## src/rtl/instruction_fetch_stage_pkg.sv

```systemverilog
// Package for the instruction fetch stage.
// Contents:
//   fetch_state_t - fetch FSM states (BOOT, RUN, HOLD)
//   PC_STEP       - sequential PC increment (one 32-bit word)
//   NOP_WORD      - instruction word written into IF/ID on a bubble
//   if_id_t       - IF/ID pipeline register bundle
//   word_align()  - clears address bits [1:0]
package instruction_fetch_stage_pkg;

   typedef enum logic [1:0] {
      BOOT = 2'd0,
      RUN  = 2'd1,
      HOLD = 2'd2
   } fetch_state_t;

   localparam logic [31:0] PC_STEP  = 32'd4;
   localparam logic [31:0] NOP_WORD = 32'h0000_0000;

   typedef struct packed {
      logic        valid;
      logic [31:0] instruction;
      logic [31:0] pcplus4;
   } if_id_t;

   function automatic logic [31:0] word_align(input logic [31:0] addr);
      return addr & ~32'h3;
   endfunction

endpackage

```

## src/rtl/instruction_fetch_stage_if.sv

```systemverilog
// Interface between the fetch stage, the instruction memory and the
// hazard/branch logic of later stages.
// Signals:
//   Instruction        memory -> fetch  word read combinationally at PCResult
//   Stall              hazard -> fetch  hold PC and IF/ID
//   Redirect           branch -> fetch  load RedirectPC, squash current fetch
//   RedirectPC         branch -> fetch  redirect target (bits [1:0] ignored)
//   PCResult           fetch -> memory  current PC
//   IF_ID_Instruction  fetch -> decode  registered instruction
//   IF_ID_PCPlus4      fetch -> decode  registered PC+4
//   IF_ID_Valid        fetch -> decode  1 = real instruction, 0 = bubble
//   AddrFault          fetch -> decode  fetch address beyond memory size
// Optional (macro FETCH_PERF_CNT_EN): FetchCount, BubbleCount.
// Modports: master = fetch stage, slave = surrounding pipeline/memory.
interface instruction_fetch_stage_if;

   logic [31:0] Instruction;
   logic        Stall;
   logic        Redirect;
   logic [31:0] RedirectPC;
   logic [31:0] PCResult;
   logic [31:0] IF_ID_Instruction;
   logic [31:0] IF_ID_PCPlus4;
   logic        IF_ID_Valid;
   logic        AddrFault;
`ifdef FETCH_PERF_CNT_EN
   logic [31:0] FetchCount;
   logic [31:0] BubbleCount;
`endif

   modport master (
      input  Instruction,
      input  Stall,
      input  Redirect,
      input  RedirectPC,
      output PCResult,
      output IF_ID_Instruction,
      output IF_ID_PCPlus4,
      output IF_ID_Valid,
`ifdef FETCH_PERF_CNT_EN
      output FetchCount,
      output BubbleCount,
`endif
      output AddrFault
   );

   modport slave (
      output Instruction,
      output Stall,
      output Redirect,
      output RedirectPC,
      input  PCResult,
      input  IF_ID_Instruction,
      input  IF_ID_PCPlus4,
      input  IF_ID_Valid,
`ifdef FETCH_PERF_CNT_EN
      input  FetchCount,
      input  BubbleCount,
`endif
      input  AddrFault
   );

endinterface

```

## src/rtl/instruction_fetch_stage_if_id_register.sv

```systemverilog
// IF/ID pipeline register.
// Ports:
//   clk   rising-edge clock
//   rst   asynchronous active-high reset (clears to a bubble)
//   hold  keep current contents
//   clear load a bubble (takes priority over hold)
//   d     bundle captured when neither hold nor clear
//   q     registered bundle
module if_id_register
   import instruction_fetch_stage_pkg::*;
(
   input  logic   clk,
   input  logic   rst,
   input  logic   hold,
   input  logic   clear,
   input  if_id_t d,
   output if_id_t q
);

   always_ff @(posedge clk or posedge rst) begin
      if (rst) begin
         q <= '0;
      end else if (clear) begin
         q.valid       <= 1'b0;
         q.instruction <= NOP_WORD;
         q.pcplus4     <= '0;
      end else if (!hold) begin
         q <= d;
      end
   end

endmodule

```

## src/rtl/instruction_fetch_stage.sv

```systemverilog
// Instruction fetch stage: owns the PC, drives it to the instruction memory
// and captures the returned word into the IF/ID register.
// Parameters:
//   RESET_PC  PC after reset (bits [1:0] forced to 0)
//   IMEM_AW   instruction memory word-index width
// Ports:
//   Clk, Reset  clock and asynchronous active-high reset
//   bus         instruction_fetch_stage_if.master (see interface file)
// Optional feature: define FETCH_PERF_CNT_EN to add FetchCount/BubbleCount.
module instruction_fetch_stage
   import instruction_fetch_stage_pkg::*;
#(
   parameter logic [31:0] RESET_PC = 32'h0000_0000,
   parameter int unsigned IMEM_AW  = 10
)
(
   input  logic                       Clk,
   input  logic                       Reset,
   instruction_fetch_stage_if.master  bus
);

   localparam logic [31:0] RESET_PC_ALIGNED = RESET_PC & ~32'h3;
   // Address bits above the memory's byte range; any set bit means the
   // fetch aliases back into the array.
   localparam logic [31:0] FAULT_MASK = ~((32'd1 << (IMEM_AW + 2)) - 32'd1);

   fetch_state_t state, next_state;
   logic [31:0]  pc, pc_next, pc_plus4;
   logic         hold, squash;
   logic         addr_fault;
   if_id_t       if_id_d, if_id_q;

   assign pc_plus4 = pc + PC_STEP;

   always_ff @(posedge Clk or posedge Reset) begin
      if (Reset) begin
         state <= BOOT;
      end else begin
         state <= next_state;
      end
   end

   // Redirect wins over Stall; Stall is ignored in BOOT so the boot word
   // is always captured (unless a redirect drops it).
   always_comb begin
      next_state = RUN;
      hold       = 1'b0;
      squash     = 1'b0;
      pc_next    = pc_plus4;
      if (bus.Redirect) begin
         squash  = 1'b1;
         pc_next = word_align(bus.RedirectPC);
      end else if (bus.Stall && (state != BOOT)) begin
         next_state = HOLD;
         hold       = 1'b1;
         pc_next    = pc;
      end
   end

   always_ff @(posedge Clk or posedge Reset) begin
      if (Reset) begin
         pc         <= RESET_PC_ALIGNED;
         addr_fault <= 1'b0;
      end else begin
         pc <= pc_next;
         if (!hold) begin
            addr_fault <= |(pc & FAULT_MASK);
         end
      end
   end

   always_comb begin
      if_id_d.valid       = 1'b1;
      if_id_d.instruction = bus.Instruction;
      if_id_d.pcplus4     = pc_plus4;
   end

   if_id_register u_if_id (
      .clk   (Clk),
      .rst   (Reset),
      .hold  (hold),
      .clear (squash),
      .d     (if_id_d),
      .q     (if_id_q)
   );

   assign bus.PCResult          = pc;
   assign bus.IF_ID_Instruction = if_id_q.instruction;
   assign bus.IF_ID_PCPlus4     = if_id_q.pcplus4;
   assign bus.IF_ID_Valid       = if_id_q.valid;
   assign bus.AddrFault         = addr_fault;

`ifdef FETCH_PERF_CNT_EN
   logic [31:0] fetch_count, bubble_count;

   always_ff @(posedge Clk or posedge Reset) begin
      if (Reset) begin
         fetch_count  <= '0;
         bubble_count <= '0;
      end else begin
         if (!hold && !squash) begin
            fetch_count <= fetch_count + 32'd1;
         end
         if (hold || squash) begin
            bubble_count <= bubble_count + 32'd1;
         end
      end
   end

   assign bus.FetchCount  = fetch_count;
   assign bus.BubbleCount = bubble_count;
`endif

endmodule

```

## src/flat_wrapper.sv

```systemverilog
// flat-port wrapper written by rule: the top's interface ports become plain ports
module instruction_fetch_stage_flat import instruction_fetch_stage_pkg::*;
#(
   parameter logic [31:0] RESET_PC = 32'h0000_0000,
   parameter int unsigned IMEM_AW  = 10
)
  (Clk, Reset, bus_Instruction, bus_Stall, bus_Redirect, bus_RedirectPC, bus_PCResult, bus_IF_ID_Instruction, bus_IF_ID_PCPlus4, bus_IF_ID_Valid, bus_AddrFault);
  instruction_fetch_stage_if bus_i ();
  input  logic Clk;
  input  logic Reset;
  input wire logic [$bits(bus_i.Instruction)-1:0] bus_Instruction;
  input wire logic [$bits(bus_i.Stall)-1:0] bus_Stall;
  input wire logic [$bits(bus_i.Redirect)-1:0] bus_Redirect;
  input wire logic [$bits(bus_i.RedirectPC)-1:0] bus_RedirectPC;
  output wire logic [$bits(bus_i.PCResult)-1:0] bus_PCResult;
  output wire logic [$bits(bus_i.IF_ID_Instruction)-1:0] bus_IF_ID_Instruction;
  output wire logic [$bits(bus_i.IF_ID_PCPlus4)-1:0] bus_IF_ID_PCPlus4;
  output wire logic [$bits(bus_i.IF_ID_Valid)-1:0] bus_IF_ID_Valid;
  output wire logic [$bits(bus_i.AddrFault)-1:0] bus_AddrFault;
  assign bus_i.Instruction = bus_Instruction;
  assign bus_i.Stall = bus_Stall;
  assign bus_i.Redirect = bus_Redirect;
  assign bus_i.RedirectPC = bus_RedirectPC;
  assign bus_PCResult = bus_i.PCResult;
  assign bus_IF_ID_Instruction = bus_i.IF_ID_Instruction;
  assign bus_IF_ID_PCPlus4 = bus_i.IF_ID_PCPlus4;
  assign bus_IF_ID_Valid = bus_i.IF_ID_Valid;
  assign bus_AddrFault = bus_i.AddrFault;
  instruction_fetch_stage #(.RESET_PC(RESET_PC), .IMEM_AW(IMEM_AW)) u_core (.Clk(Clk), .Reset(Reset), .bus(bus_i));
endmodule
```

## config.mk

```make
export PLATFORM = sky130hd
export DESIGN_NAME = instruction_fetch_stage_flat
export DESIGN_NICKNAME = d
export VERILOG_FILES = /design/src/rtl/instruction_fetch_stage_pkg.sv /design/src/rtl/instruction_fetch_stage_if.sv /design/src/rtl/instruction_fetch_stage_if_id_register.sv /design/src/rtl/instruction_fetch_stage.sv /design/src/flat_wrapper.sv
export SDC_FILE = /design/constraint.sdc
export NUM_CORES = 1
export LEC_CHECK = 0
export CAP_MARGIN = 20
export CORE_AREA = 2 2 118 120
export CTS_BUF_LIST = sky130_fd_sc_hd__clkbuf_8
export DETAILED_ROUTE_END_ITERATION = 10
export DIE_AREA = 0 0 120 122
export MAX_ROUTING_LAYER = met4
export PLACE_DENSITY = 0.77
export SLEW_MARGIN = 40
export SYNTH_ARGS = -nofsm -noshare
export SYNTH_HDL_FRONTEND = slang
export SYNTH_SLANG_ARGS = --single-unit
```

## constraint.sdc

```tcl
create_clock -name Clk -period 3.7 [get_ports Clk]
set_clock_uncertainty 0.05 [all_clocks]
set_input_delay 0.74 -clock Clk [delete_from_list [all_inputs] [get_ports Clk]]
set_output_delay 0.74 -clock Clk [all_outputs]
set_load 0.02 [all_outputs]
```

==> results.md, run 1 <==
- Effective utilization at floorplan: 36.6%
- Die Ht: 122 um
- CP Cell Sequence: clkdlybuf4s50_1 > o21a_2 > or4_1 > or4_1 > a31oi_1
- CTS Sinks: 97
- Slew @ Worst Pin: 0.800 ns
- Global Route Usage Sum: 20.4%
- Worst setup SP type: input pin
- Post-CTS Hold Fix Bufs: 0
- Pwr dens: just under 400 mW/mm^2
- Post-synth EDFFs: 0
- Ys async rst share: 100%
- CP Capture Type: flop
- Setup crit end: u_core.bus.PCResult[27]
- Seq/Total Area, Yosys: 49.1%
- Fillcell total: 1260
- Nets@finish: between 700 and 800
- Core region area: 0.0135 sq mm
- First-pass detailed-route iteration total: 5
- Period Utilization, post-route: approximately three quarters
- Worst r2r path cells: 6
- Tmin final: approximately 2.7 ns
- Multi-input logic area: between 0.002 and 0.0025 sq mm
- DR vias: 4746
- Longest Clk Path Bufs: 2
- Global-route wire length before repair: 23100 um
- Final Util: 50.8%
- WL per Instance: 16.8 um
- Hold depth: 2
- Worst R2R Start: u_core.bus.PCResult[2]
- DRC Markers: 0
- Die ar.: 0.0146 sq mm
- FF+latch count, synth: 97
- Register area: 0.00243 sq mm
- Share of layout cells above drive strength 1: 5.09%
- Hold Crit Class: reg -> reg
- Post-CTS setup buffer count: 0
- Leak Pwr: 2.64 nW
- Routed WL: 14600 um
- Critical Path Fanout Max: 14
- Worst R2R End: u_core.bus.PCResult[16]
- CP required: 3.94 ns
- Relative slew slack: 46.1%
- Post-Syn Area: 0.00494 sq mm
- Leading cell type by number of instances after synthesis: dfrtp_1
- Post-synth top cells: dfrtp_1, nand2_1, a21oi_1, o21ai_0, clkbuf_1
- Kind of critical path: in -> reg
- Slowest CP cell: or4_1
- Critical path data arrival time: 2.94 ns
- Main synth FF type: dfrtp_1
- Initial antenna violation count: 0
- Hpwl dp: 10400 um
- Post-CTS Resized: 0
- Yosys top cell by area: dfrtp_1
- Num ports: 166
- Ant. Diodes: 0
- Delay of the slowest critical-path stage: between 0.7 and 0.8 ns
- Max Cap Violations: 0
- Synth Warn #: 0
- Worst skew pair latency: about 0.37 ns
- Row count: 43
- Die X: 120 um
- Unrepaired setup endpoints after global routing: no
- Critical Path Most Common Cell: or4_1
- CTS tree: yes
- WP depth: 5
- Gate Count Post-Synth: 559
- Status: completed
- Largest net degree at the start of global routing: 56
- H-tree Lvls: 3
- Iter 0 DRT Violations: about 410
- Crit path from: bus_Stall
- Delay-heaviest family, CP: simple AND/OR/NAND/NOR gates
- Pins Over Slew Limit: 0
- TritonCTS Buffers: 9
- Antenna-violating nets left: 0
- Post-synthesis average cell area: 8.84 sq um
- Hold Vio Cnt, Final: 0
- Grt ovf: 0
- Clock-pin slew on the worst setup and hold paths: 0.09 ns
- F_max: between 0.3 and 0.4 GHz
- IO buf count: 161
- Vias in the first global route: 4494
- Setup TNS: 0 ns
- Vias/cell: ~5.5
- Synth unique cells: 47
- IR Drop Worst-Case VDD: 0.184 mV
- Synth top area share: 49.1%
- Area Overhead vs Synth: 38.8%
- Root Buffer: clkbuf_8
- Reg2Reg Setup Slack: 1.04 ns
- Critical path buffers and inverters: 1
- GPL Wtd Cong: 0.852
- Ranking of synthesized cells by area: dfrtp_1, nand2_1, a21oi_1
- Final Setup Violations: 0
## metal layers
layer | vias up | track usage [%] | share of wire, %
met5 | - | - | 0
met4 | 0 | 8.68 | 2.0
met3 | 24 | 1.73 | 4.6
met2 | 189 | 30.3 | 47
met1 | 2281 | 28.6 | 46
li1 | 2252 | - | -
## worst min-delay path by stage
| stage | from | end | slack (ns) |
|---|---|---|---|
| global route | u_core.u_if_id.q[60] | u_core.u_if_id.q[60] | 0.50 |
| finish | u_core.u_if_id.q[64] | u_core.u_if_id.q[64] | 0.46 |
| detailed placement | u_core.u_if_id.q[28] | u_core.u_if_id.q[28] | 0.45 |
| global placement | u_core.u_if_id.q[64] | u_core.u_if_id.q[64] | 0.43 |
| floorplan | u_core.state[0] | u_core.state[1] | 0.53 |
| CTS | u_core.u_if_id.q[60] | u_core.u_if_id.q[60] | 0.47 |
## power by group
| part | internal (W) | switching, W | total [W] | leakage [nW] |
|---|---|---|---|---|
| sequential | 0.00114 | 0.000114 | 0.00126 | 1.22 |
| combinational | 0.000300 | 0.000333 | 0.000633 | 1.30 |
| clock | 0.000402 | 0.000386 | 0.000788 | 0.117 |
| total | 0.00185 | 0.000833 | 0.00268 | 2.64 |
## registers in the layout, indices dropped and copies added (netlist names)
name / cells
u_core.bus.AddrFault: 1
u_core.state: 2
u_core.bus.PCResult: 30
u_core.u_if_id.q: 64
## cells by family after synthesis
family          Yosys count  synth area share, %
simple gates            233                 23.6
other cells               1               0.0759
compound gates          140                 17.0
flops                    97                 49.1
buf+inv                  63                 5.72
xor+xnor                 24                 4.25
fa+ha+maj                 1                0.253
## tightest hold or removal path, cell delays in order, from the launching register on
cell	delay (ns)
dfrtp_1	0.35
nor2_1	0.05
nor2_1	0.08
## layout by cell type (no fill, tap or decap), drive strengths merged, types with 4 or more instances in the layout
| cell type | count |
|---|---|
| nand2 | 95 |
| clkbuf | 10 |
| xnor2 | 15 |
| or3 | 12 |
| a211oi | 7 |
| dfrtp | 97 |
| and3 | 4 |
| nor4 | 14 |
| a21oi | 40 |
| and4 | 5 |
| clkdlybuf4s50 | 160 |
| nand4 | 17 |
| xor2 | 9 |
| nor3 | 7 |
| a31oi | 21 |
| nand3 | 19 |
| or4 | 17 |
| nor2 | 32 |
| a311oi | 5 |
| o21ai | 41 |
| inv | 7 |
| o31ai | 12 |
| buf | 9 |
## cell type report
class,count,area share [%]
inverters,5,0.310
clock inverters,6,1.28
multi-input cells,400,32.9
flip-flops and latches,97,35.4
repair buffers,169,24.9
well taps,180,3.28
clock buffers,10,2.01
## per-stage QoR
step	area, sq um	std cells	total power [W]	hold WS [ns]	setup slack, ns
final	6860	867	0.00268	0.463	0.993
after floorplan	4950	560	0.00158	0.531	0.376
after CTS	6850	867	0.00270	0.475	1.04
after detailed placement	6630	851	0.00191	0.450	0.650
after global routing	6860	867	0.00280	0.497	0.889
after global placement	6600	849	0.00189	0.432	0.760
No activity file was read; power rests on OpenSTA's default activity.
==> inputs of run 2 (changes only) <==
==> constraint.sdc (replaced) <==
create_clock -name Clk -period 2.8 [get_ports Clk]
set_clock_uncertainty 0.05 [all_clocks]
set_input_delay 0.56 -clock Clk [delete_from_list [all_inputs] [get_ports Clk]]
set_output_delay 0.56 -clock Clk [all_outputs]
set_load 0.02 [all_outputs]
==> run 2 against run 1 <==
First-iteration DRC count is 0.49% lower. Die area stayed put. Global-route usage is 0.75 points higher. Worst setup slack worse by 0.62 ns. Cell count is 1.4% higher. Worst hold slack better by 0.010 ns. Largest cell class unchanged. Via count is 2.0% higher.
==> results.md, run 2 (synthesis results as in run 1) <==
- Status: completed
- Final Setup Violations: 0
- Unrepaired setup endpoints after global routing: no
- Antenna-violating nets left: 0
- Delay of the slowest critical-path stage: 0.62 ns
- Die Ht: 122 um
- Post-CTS setup buffer count: 0
- Critical path data arrival time: between 2 and 3 ns
- Core region area: between 0.01 and 0.015 sq mm
- Final worst slack: 0.370 ns
- Net Sw Power: 0.00108 W
- Pwr dens: a little over 500 mW/mm^2
- Leak Pwr: 2.68 nW
- F_max: 0.411 GHz
- Switch share: between 30% and 40%
- Critical Path Fanout Max: 12
- Max Cap Violations: 0
- Initial antenna violation count: 0
- Worst setup SP type: flop
- Grt ovf: 0
- Routed WL: around 15000 um
- Hold Crit Class: reg -> reg
- CTS Sinks: 97
- GPL Wtd Cong: 0.845
- DRC Markers: 0
- CTS tree: yes
- Vias/cell: about 5.5
- CP Cell Sequence: ha_1 > nand3_1 > buf_4 > or4_4 > or4_1 > a31oi_1
- Post-CTS Resized: 0
- Pre-CTS setup slack: 0.0646 ns
- Longest Clk Path Bufs: 2
- Top reg by flops: u_core.u_if_id.q
- Row count: 43
- Global Route Usage Sum: 21.1%
- Delay-heaviest family, CP: simple AND/OR/NAND/NOR gates
- Period Utilization, post-route: 86.8%
- Reg power frac: 47.3%
- Nets@finish: between 700 and 800
- Hpwl dp: 10600 um
- Num ports: between 150 and 200
- Setup TNS: 0 ns
- Vias in the first global route: 4626
- DR vias: 4842
- Slowest CP cell: or4_4
- CP required: just over 3 ns
- Ant. Diodes: 0
- Max FFs per register: 64
- Worst r2r path cells: 6
- Area Overhead vs Synth: 40.4%
- Comb pwr share: between 20% and 30%
- Effective utilization at floorplan: 36.6%
- Root Buffer: clkbuf_8
- Clock group share of total power: 28.3%
- Relative slew slack: 54.3%
- Hold path start: u_core.u_if_id.q[45]
- Hold slack: 0.473 ns
- TritonCTS Buffers: 9
- Hold Vio Cnt, Final: 0
- Kind of critical path: reg -> reg
- Hold depth: 2
- Worst R2R Start: u_core.bus.PCResult[3]
- Tmin final: 2.43 ns
- First-pass detailed-route iteration total: 5
- Largest net degree at the start of global routing: 98
- Pins Over Slew Limit: 0
- Die ar.: 0.0146 sq mm
- Share of layout cells above drive strength 1: 6.58%
- CP Capture Type: flop
- Die X: 120 um
- Most common cell after layout, fill and taps aside: clkdlybuf4s50_1
- WL per Instance: 17.1 um
- Worst Hold End: u_core.u_if_id.q[45]
- IR Drop Worst-Case VDD: 0.269 mV
- H-tree Lvls: 3
- Global-route wire length before repair: 23700 um
- IO buf count: 161
- Post-CTS Hold Fix Bufs: 0
- Most frequent cells in the layout: clkdlybuf4s50_1, dfrtp_1, nand2_1
- Worst skew pair latency: between 0.3 and 0.4 ns
- Iter 0 DRT Violations: 406
- Reg2Reg Setup Slack: 0.37 ns
- Internal: between 0.002 and 0.0025 W
- Slew @ Worst Pin: 0.686 ns
- Critical path buffers and inverters: 1
- Clock-pin slew on the worst setup and hold paths: roughly 0.090 ns
- Worst R2R End: u_core.bus.PCResult[16]
## run 2: tightest hold or removal path: stages, from the launching register on
cell     delay [ns]
dfrtp_1        0.38
nand2_1        0.06
a21oi_1        0.05
## run 2: per-stage QoR
| step | cell area [sq um] | total power (W) | std cells | util (%) |
|---|---|---|---|---|
| after floorplan | 4950 | 0.00209 | 560 | - |
| after global placement | 6700 | 0.00251 | 862 | 49.6 |
| after detailed placement | 6710 | 0.00254 | 863 | 49.7 |
| after CTS | 6940 | 0.00354 | 879 | 51.4 |
| after global routing | 6940 | 0.00367 | 879 | 51.4 |
| final | 6940 | 0.00351 | 879 | 51.4 |
## run 2: worst max-delay path by stage
stage,from,endpoint,cells past startpoint
after floorplan,u_core.bus.PCResult[2],u_core.bus.PCResult[16],6
after detailed placement,bus_Stall,u_core.bus.PCResult[27],5
after CTS,u_core.bus.PCResult[3],u_core.bus.PCResult[16],6
after global placement,bus_Stall,u_core.bus.PCResult[31],5
final,u_core.bus.PCResult[3],u_core.bus.PCResult[16],6
after global routing,u_core.bus.PCResult[3],u_core.bus.PCResult[26],6
## run 2: per-layer routing
metal	up-vias	wire length, um	GRT usage, %
met5	-	0	-
met4	0	322	8.82
met3	22	936	3.09
met2	206	7070	32.1
met1	2348	6660	28.3
li1	2266	-	-
## run 2: cell type report
type	count	area (sq um)
clock inverters	3	46.3
repair buffers	181	1790
fillers	1241	6570
well taps	180	225
clock buffers	13	179
multi-input cells	400	2250
flip-flops and latches	97	2430
inverters	5	22.5
## run 2: power groups by stage
stage | Combinational [W] | Sequential [W] | Clock (W)
floorplan | 0.000338 | 0.00176 | 0
global route | 0.000925 | 0.00168 | 0.00107
detailed placement | 0.000857 | 0.00168 | 0
global placement | 0.000839 | 0.00167 | 0
finish | 0.000855 | 0.00166 | 0.000994
CTS | 0.000861 | 0.00166 | 0.00102
